## config.mk

```make
export PLATFORM = sky130hd
export DESIGN_NAME = sensor_frame_hub
export DESIGN_NICKNAME = d
export VERILOG_FILES = /design/src/rtl/sensor_hub_pkg.sv /design/src/rtl/sync_frame_fifo.sv /design/src/rtl/sensor_frame_hub.sv
export SDC_FILE = /design/constraint.sdc
export NUM_CORES = 1
export LEC_CHECK = 0
export BUFFER_PORTS_ARGS = -buffer_cell sky130_fd_sc_hd__buf_2
export CAP_MARGIN = 20
export CORE_MARGIN = 2
export CORE_UTILIZATION = 60
export DETAILED_ROUTE_END_ITERATION = 16
export PLACE_DENSITY = 0.78
export SYNTH_ARGS = -nofsm -noshare
export SYNTH_HDL_FRONTEND = slang
export SYNTH_SLANG_ARGS = --single-unit
```

## constraint.sdc

```tcl
create_clock -name clk_clk -period 6.2 [get_ports clk_clk]
set_clock_uncertainty 0.2 [all_clocks]
set_input_delay 1.24 -clock clk_clk [delete_from_list [all_inputs] [get_ports clk_clk]]
set_output_delay 1.24 -clock clk_clk [all_outputs]
set_load 0.05 [all_outputs]
```

## src/rtl/sensor_hub_pkg.sv

```systemverilog
// Shared register map for the sensor frame hub: word addresses and
// bit positions of the STATUS, CTRL and CLEAR registers.
package sensor_hub_pkg;

    localparam logic [5:0] ADDR_STATUS   = 6'd0;
    localparam logic [5:0] ADDR_CTRL     = 6'd1;
    localparam logic [5:0] ADDR_CLEAR    = 6'd2;
    localparam logic [5:0] ADDR_POP      = 6'd3;
    localparam logic [5:0] ADDR_DROP_CNT = 6'd4;
    localparam logic [5:0] ADDR_OUT0     = 6'd16;
    localparam logic [5:0] ADDR_FRAME0   = 6'd32;

    // STATUS: [7:0] level, then flag bits
    localparam int unsigned ST_EMPTY = 8;
    localparam int unsigned ST_FULL  = 9;
    localparam int unsigned ST_OVF   = 10;
    localparam int unsigned ST_UDF   = 11;

    localparam int unsigned CTRL_CAP_EN     = 0;
    localparam int unsigned CTRL_THRESH_LSB = 8;

    localparam int unsigned CLR_OVF  = 0;
    localparam int unsigned CLR_UDF  = 1;
    localparam int unsigned CLR_DROP = 2;

endpackage

```

## src/rtl/sync_frame_fifo.sv

```systemverilog
// Single-clock first-word-fall-through FIFO with registered full/empty
// and a level output derived from extended read/write pointers.
module sync_frame_fifo #(
    parameter int unsigned WIDTH = 48,
    parameter int unsigned DEPTH = 16
) (
    input  logic                     clk,
    input  logic                     rst_n,
    input  logic                     push,
    input  logic                     pop,
    input  logic [WIDTH-1:0]         din,
    output logic [WIDTH-1:0]         dout,
    output logic [$clog2(DEPTH):0]   level,
    output logic                     full,
    output logic                     empty
);

    localparam int unsigned AW = $clog2(DEPTH);
    localparam int unsigned PW = AW + 1;

    logic [WIDTH-1:0] mem [DEPTH];
    logic [PW-1:0]    wr_ptr, rd_ptr;
    logic [PW-1:0]    wr_nxt, rd_nxt;
    logic             wr_en, rd_en;

    // a pop frees the slot in the same cycle, so a full FIFO still accepts a push
    assign rd_en  = pop & ~empty;
    assign wr_en  = push & (~full | rd_en);
    assign wr_nxt = wr_ptr + PW'(wr_en);
    assign rd_nxt = rd_ptr + PW'(rd_en);

    assign dout  = mem[rd_ptr[AW-1:0]];
    assign level = wr_ptr - rd_ptr;

    always_ff @(posedge clk) begin
        if (wr_en)
            mem[wr_ptr[AW-1:0]] <= din;
    end

    always_ff @(posedge clk or negedge rst_n) begin
        if (!rst_n) begin
            wr_ptr <= '0;
            rd_ptr <= '0;
            empty  <= 1'b1;
            full   <= 1'b0;
        end else begin
            wr_ptr <= wr_nxt;
            rd_ptr <= rd_nxt;
            empty  <= (wr_nxt == rd_nxt);
            full   <= (wr_nxt[AW] != rd_nxt[AW]) && (wr_nxt[AW-1:0] == rd_nxt[AW-1:0]);
        end
    end

endmodule

```

## src/rtl/sensor_frame_hub.sv

```systemverilog
// Sensor frame hub: captures NUM_CH sensor words on each end_i rising edge into a
// frame FIFO and exposes it, CPU result registers and a level irq over Avalon-MM.
module sensor_frame_hub
    import sensor_hub_pkg::*;
#(
    parameter int unsigned NUM_CH  = 2,
    parameter int unsigned DATA_W  = 24,
    parameter int unsigned DEPTH   = 16,
    parameter int unsigned NUM_OUT = 3,
    parameter int unsigned OUT_W   = 8
) (
    input  logic                      clk_clk,
    input  logic                      reset_reset_n,
    input  logic [NUM_CH*DATA_W-1:0]  sample_i,
    input  logic                      end_i,
    input  logic [5:0]                avs_address,
    input  logic                      avs_read,
    input  logic                      avs_write,
    input  logic [31:0]               avs_writedata,
    output logic [31:0]               avs_readdata,
    output logic [NUM_OUT*OUT_W-1:0]  result_o,
    output logic                      irq_o
);

    localparam int unsigned FW = NUM_CH * DATA_W;
    localparam int unsigned LW = $clog2(DEPTH) + 1;

    logic             end_q;
    logic             capture_en;
    logic [7:0]       thresh;
    logic             ovf, udf;
    logic [15:0]      drop_cnt;
    logic [OUT_W-1:0] out_reg [NUM_OUT];

    logic [FW-1:0]    head;
    logic [LW-1:0]    level;
    logic             full, empty;

    logic             wr_ctrl, wr_clear, pop_req, push_req;
    logic             ovf_evt, udf_evt;
    logic [31:0]      rd_mux;
    logic             unused_wd;

    assign unused_wd = ^avs_writedata;

    assign wr_ctrl  = avs_write && (avs_address == ADDR_CTRL);
    assign wr_clear = avs_write && (avs_address == ADDR_CLEAR);
    assign pop_req  = avs_write && (avs_address == ADDR_POP);
    assign push_req = end_i && !end_q && capture_en;

    // full plus a pop is not a drop: the pop makes room for the push
    assign ovf_evt = push_req && full && !pop_req;
    assign udf_evt = pop_req && empty;

    sync_frame_fifo #(
        .WIDTH (FW),
        .DEPTH (DEPTH)
    ) u_fifo (
        .clk   (clk_clk),
        .rst_n (reset_reset_n),
        .push  (push_req),
        .pop   (pop_req),
        .din   (sample_i),
        .dout  (head),
        .level (level),
        .full  (full),
        .empty (empty)
    );

    always_comb begin
        rd_mux = '0;
        case (avs_address)
            ADDR_STATUS: begin
                rd_mux[7:0]      = 8'(level);
                rd_mux[ST_EMPTY] = empty;
                rd_mux[ST_FULL]  = full;
                rd_mux[ST_OVF]   = ovf;
                rd_mux[ST_UDF]   = udf;
            end
            ADDR_CTRL: begin
                rd_mux[CTRL_CAP_EN]                      = capture_en;
                rd_mux[CTRL_THRESH_LSB +: 8]             = thresh;
            end
            ADDR_DROP_CNT: rd_mux[15:0] = drop_cnt;
            default: ;
        endcase
        for (int unsigned k = 0; k < NUM_OUT; k++) begin
            if (avs_address == ADDR_OUT0 + 6'(k))
                rd_mux = 32'(out_reg[k]);
        end
        for (int unsigned c = 0; c < NUM_CH; c++) begin
            if (!empty && avs_address == ADDR_FRAME0 + 6'(c))
                rd_mux = 32'(head[c*DATA_W +: DATA_W]);
        end
    end

    always_comb begin
        result_o = '0;
        for (int unsigned k = 0; k < NUM_OUT; k++)
            result_o[k*OUT_W +: OUT_W] = out_reg[k];
    end

    always_ff @(posedge clk_clk or negedge reset_reset_n) begin
        if (!reset_reset_n) begin
            end_q        <= 1'b0;
            capture_en   <= 1'b1;
            thresh       <= 8'd1;
            ovf          <= 1'b0;
            udf          <= 1'b0;
            drop_cnt     <= '0;
            irq_o        <= 1'b0;
            avs_readdata <= '0;
            for (int unsigned k = 0; k < NUM_OUT; k++)
                out_reg[k] <= '0;
        end else begin
            end_q <= end_i;

            if (wr_ctrl) begin
                capture_en <= avs_writedata[CTRL_CAP_EN];
                thresh     <= avs_writedata[CTRL_THRESH_LSB +: 8];
            end

            // a same-cycle event overrides the clear
            ovf <= ovf_evt || (ovf && !(wr_clear && avs_writedata[CLR_OVF]));
            udf <= udf_evt || (udf && !(wr_clear && avs_writedata[CLR_UDF]));

            if (wr_clear && avs_writedata[CLR_DROP])
                drop_cnt <= ovf_evt ? 16'd1 : 16'd0;
            else if (ovf_evt && drop_cnt != '1)
                drop_cnt <= drop_cnt + 16'd1;

            irq_o <= capture_en && (thresh != '0) && (16'(level) >= 16'(thresh));

            if (avs_read)
                avs_readdata <= rd_mux;

            for (int unsigned k = 0; k < NUM_OUT; k++) begin
                if (avs_write && avs_address == ADDR_OUT0 + 6'(k))
                    out_reg[k] <= avs_writedata[OUT_W-1:0];
            end
        end
    end

endmodule

```

Word level (Yosys, flattened, before mapping). Memories as Yosys holds them, arrays and structs flattened. Cells that the tools add are included.

ROM bits: 0. Bits of input ports: 91. RAM bits: 768. Register bits after elaboration: 97. Output and inout bits: 57. Memories kept: 1. Bits in latches: 0. Word-level logic and storage cells: 85.

Memory list: u_fifo.mem (depth 16, bits a word 48, rd ports 1, clocked after Yosys merged registers in 0, wr ports 1, RTL line sync_frame_fifo.sv:21) `logic [WIDTH-1:0] mem [DEPTH];`.

Div/mod/pow operators: 0. Bitwise operators: 5. Add/sub/neg operators: 4. Reduce and logical (&&, ||, !) cells: 32. Shifts and indexed selects: 0. Mux-type cells: 14. Order comparisons: 1. Multiply operators: 0. Equal/unequal tests: 13.

Operators with widths (number): $mux W32 (4); $mux W16 (3); $logic_and A1 B1 Y1 (22); $eq A6 B5 Y1 const B (3); $add A16 B1 Y16 const B (1); $ne A16 B16 Y1 const B (1); $pmux W7 S2 (1); $eq A6 B2 Y1 const B (2); $eq A6 B6 Y1 const B (2); $pmux W4 S3 (1); $add A5 B1 Y5 (2); $ge A5 B8 Y1 (1); $pmux W4 S2 (1); $reduce_bool A8 Y1 (1); $eq A6 B1 Y1 const B (1); $eq A6 B3 Y1 const B (1); $logic_not A6 Y1 (1); $eq A5 B5 Y1 (1); $logic_not A1 Y1 (5); $sub A5 B5 Y5 (1); $eq A4 B4 Y1 (1); $mux W1 (3); $pmux W1 S3 (1); $and A1 B1 Y1 (2); 5 further kinds (7).

Longest topological paths before layout.
Depth in word-level cells: 8. Depth in mapped cells: 12. Gate-level depth less buffers: 11.

Cells and area by module. From an unflattened synthesis, not the netlist that was laid out.

Cell total of the unflattened synthesis: 1670. Area, all modules: 33582.2 µm².

By module, submodules not included: sync_frame_fifo (area an instance 29400.7 µm², cells each 1255, times used 1, seq. area each 23363.7 µm²); sensor_frame_hub (area an instance 4181.5 µm², cells each 415, times used 1, seq. area each 1929.4 µm²).

Least setup slack after synthesis. OpenSTA, ideal clock, no wires.

Path type: input port to flip-flop. Start: input port avs_address[5]. End: memory u_fifo.mem[3][0] (enable). Arrival: 5.835 ns. Stages: 7. Required time: 5.487 ns. Setup slack: -0.347 ns. Library setup time: 0.513 ns. Path buffers: 1. Path through: buf_4 -> nor4_1 -> and3_1 -> nand3b_1 -> a21oi_1 -> nand3_1 -> nor3_1.

Longest elaborated chain between the ends: 7.

RTL lines: start: declaration (RTL line sensor_frame_hub.sv:16) `input logic [5:0] avs_address,`; $eq A6 B2 Y1 (RTL line sensor_frame_hub.sv:48) `assign pop_req = avs_write && (avs_address == ADDR_POP);`; $logic_and A1 B1 Y1 (RTL line sensor_frame_hub.sv:48); $and A1 B1 Y1 (RTL line sync_frame_fifo.sv:27) `assign rd_en = pop & ~empty;`; $or A1 B1 Y1 (RTL line sync_frame_fifo.sv:28) `assign wr_en = push & (~full | rd_en);`; $and A1 B1 Y1 (RTL line sync_frame_fifo.sv:28); $mux W1 (RTL line sync_frame_fifo.sv:36) `if (wr_en)`; $mux W1 (implied by the code) (RTL line sync_frame_fifo.sv:37) `mem[wr_ptr[AW-1:0]] <= din;`; end: declaration (RTL line sync_frame_fifo.sv:21).

Every way passes these cells.

Worst setup path in the final report.
Start: input port avs_address[5]. End: memory u_fifo.mem[13][22] (enable).

Same word-level chain as after synthesis.

==> metrics.txt <==
status=completed; arrival time worst endpoint=4.34 ns; Clock Pin Slew Worst Setup and Hold Paths=0.06 ns; drt drc=0; HP Class=input pin to async pin; core box area=0.0554 mm^2; setup TNS=0 ns; die height=241 um; met2 track demand over resource=0.454; GPL Wtd Cong=0.866; main combinational cell family by area after synthesis=multiplexers; count of unique library cells instantiated by Yosys=75; Nets=1909; Ys Warns=0; met3 Usage GRT=0.0561; Cells after Synth=1638; Crit path required time=6.32 ns; mux cell area share after synthesis=0.162; total track usage=0.278; Die Area=0.0582 mm^2; die width=241 um; std cell rows=86; max-cap violation count=0; Rel. slew slack=0.232; deepest clock path buffer count=3; most frequent CP cell=nand3b_1; r2r endpoint=avs_readdata[15]; Setup violations, final=0; Detail Route Antenna Nets=0; first-pass GRT wire length=115000 um; Num CTS Buffers=83; EDFF count, synth=768; syn_area_per_cell=20.6 um^2; post-cts sizing count=0; LEAKAGE=0.0127 uW; largest net degree at the start of global routing=87; drt wl/cell=29.8 um; clk sinks=857; antenna violations before repair=9; XOR/XNOR share of the synthesized area=0.00623; Post-Synth Adder-Cell Area=0.00578; RSZ-0062 raised after global routing=no; H-tree Lvls=3; global route overflow=0; Setup crit start kind=input pin; crit-path cells=buf_2 > nor4_1 > and3_1 > nand3b_1 > a21oi_1 > nand3b_1 > nor2_4 > buf_4; CTS tree=built; worst setup path class=input pin to flop; Final min period=4.22 ns; setup bufs post-CTS=0; share of layout cells above drive strength 1=0.293; GR Layer Usage met1=0.383; final slew viol count=0; highest clock rate=0.237 GHz; clk root buf=clkbuf_16; actual slew at the worst max-slew pin=1.15 ns; Seq cells post-synth=857; Skew-Pair Late Insertion Delay=0.65 ns; hold buffer count at cts=0; Iter 0 DRT Violations=2122; crit share post-route=0.681; Crit. End Element=flop; worst path buffer plus inverter count=2; CP max stage cell=nor2_4; Crit Path Max Fanout=17; Synth Area in Simple Gates=0.0300; HPWL after detailed placement=43100 um; Crit path largest cell delay=0.72 ns; reg-to-reg startpoint=u_fifo.rd_ptr[0]; total power=12500 uW; Area Overhead vs Synth=13.0%; vias in the first global route=17795; most used flip-flop cell after synthesis=edfxtp_1; Peak VDD IR=0.265 mV; via count=17246; GRT busiest layer=met2; Vias/cell=6.58; Pwr per Cell Area=328 mW/mm^2; ys async rst share=0.104; DRT Pass-1 Iters=5; R2R cell count=6; IO Pins=148; final WL=78000 um; compound-cell area share of the yosys netlist=0.0313; critical path's top delay family=simple AND/OR/NAND/NOR gates; reg2reg setup slack=2.64 ns; post-synthesis sequential area ratio=0.749; Final Hold Fails=0; Initial Util=0.609; port bufs=123; mapped cell area=0.0338 mm^2
## layout make-up
class	instances	area, um^2
multi-input cells	685	8110
clock inverters	42	424
repair buffers	160	1090
well taps	748	936
inverters	16	61.3
fillers	3348	17300
flip-flops and latches	857	25300
diodes	3	7.51
clock buffers	108	2230
## power by group
group	switching [uW]	internal, uW
Sequential	106	6380
Clock	2110	2840
Combinational	594	484
Total	2810	9700
## synthesized netlist by cell type, drive strengths merged (5+ instances only)
master	n	area share
edfxtp	768	0.68
nor2b	7	0.0013
o21ai	18	0.0027
o22ai	24	0.0044
dfrtp	86	0.064
nand3	21	0.0034
mux4	207	0.14
nand2b	6	0.0011
nand3b	7	0.0016
buf	62	0.011
a22oi	18	0.0040
ha	14	0.0052
nand4	8	0.0015
a211oi	9	0.0020
a221o	5	0.0015
nor2	60	0.0072
clkbuf	25	0.0028
nand2	48	0.0053
a21oi	39	0.0058
and3	5	0.00093
mux2i	39	0.012
mux2	37	0.012
xnor2	7	0.0018
nor3	15	0.0026
xor2	17	0.0044
inv	15	0.0017
## placed cells by master (no fill, tap or decap), types with 18 or more instances in the layout
cell type / synthesis / final
nand3_1: 19 / 19
a22oi_1: 18 / 18
mux2_2: 37 / 37
clkbuf_16: 0 / 85
clkinv_1: 1 / 18
clkbuf_1: 25 / 21
a21oi_1: 39 / 39
dfrtp_1: 86 / 84
buf_4: 18 / 22
edfxtp_1: 768 / 768
buf_2: 30 / 122
mux2i_1: 39 / 39
o22ai_1: 24 / 24
mux4_2: 207 / 207
nor2_1: 57 / 45
nand2_1: 48 / 48
## metal layers
layer,up-vias,share of wire
met5,-,0.00083
met4,10,0.030
met3,186,0.091
met2,957,0.50
met1,8979,0.38
li1,7114,-
## state kept, by name, summed over array words and instances (netlist names)
signal / cells
udf: 1
avs_readdata: 24
u_fifo.empty: 1
u_fifo.full: 1
irq_o: 1
u_fifo.rd_ptr: 5
end_q: 1
u_fifo.wr_ptr: 5
ovf: 1
u_fifo.mem: 768
capture_en: 1
result_o: 24
drop_cnt: 16
thresh: 8
## through the flow
| step | utilization | hold WS (ns) | area, um^2 | instances | worst slack, ns |
|---|---|---|---|---|---|
| after floorplan | - | 0.270 | 33800 | 1645 | 0.934 |
| after global placement | 0.640 | 0.287 | 35400 | 2463 | 1.52 |
| after detailed placement | 0.640 | 0.303 | 35400 | 2463 | 1.47 |
| after CTS | 0.688 | 0.213 | 38100 | 2613 | 2.09 |
| after global routing | 0.688 | 0.229 | 38200 | 2617 | 1.83 |
| final | 0.689 | 0.245 | 38200 | 2619 | 1.98 |
## kinds of logic after synthesis
family / count (synthesis)
compound gates: 156
buf+inv: 103
mux: 283
simple gates: 199
other cells: 1
xor+xnor: 24
fa+ha+maj: 15
flops: 857
## worst max path at each step
stage,from,slack (ns),cells past startpoint,endpoint
detailed placement,avs_address[5],1.47,8,u_fifo.mem[13][17]
CTS,avs_address[5],2.09,8,u_fifo.mem[13][22]
global placement,avs_address[5],1.52,8,u_fifo.mem[12][17]
floorplan,avs_address[5],0.93,7,u_fifo.mem[7][0]
global route,avs_address[5],1.83,8,u_fifo.mem[13][22]
finish,avs_address[5],1.98,8,u_fifo.mem[13][22]
Power figures use the tool's default switching activity.
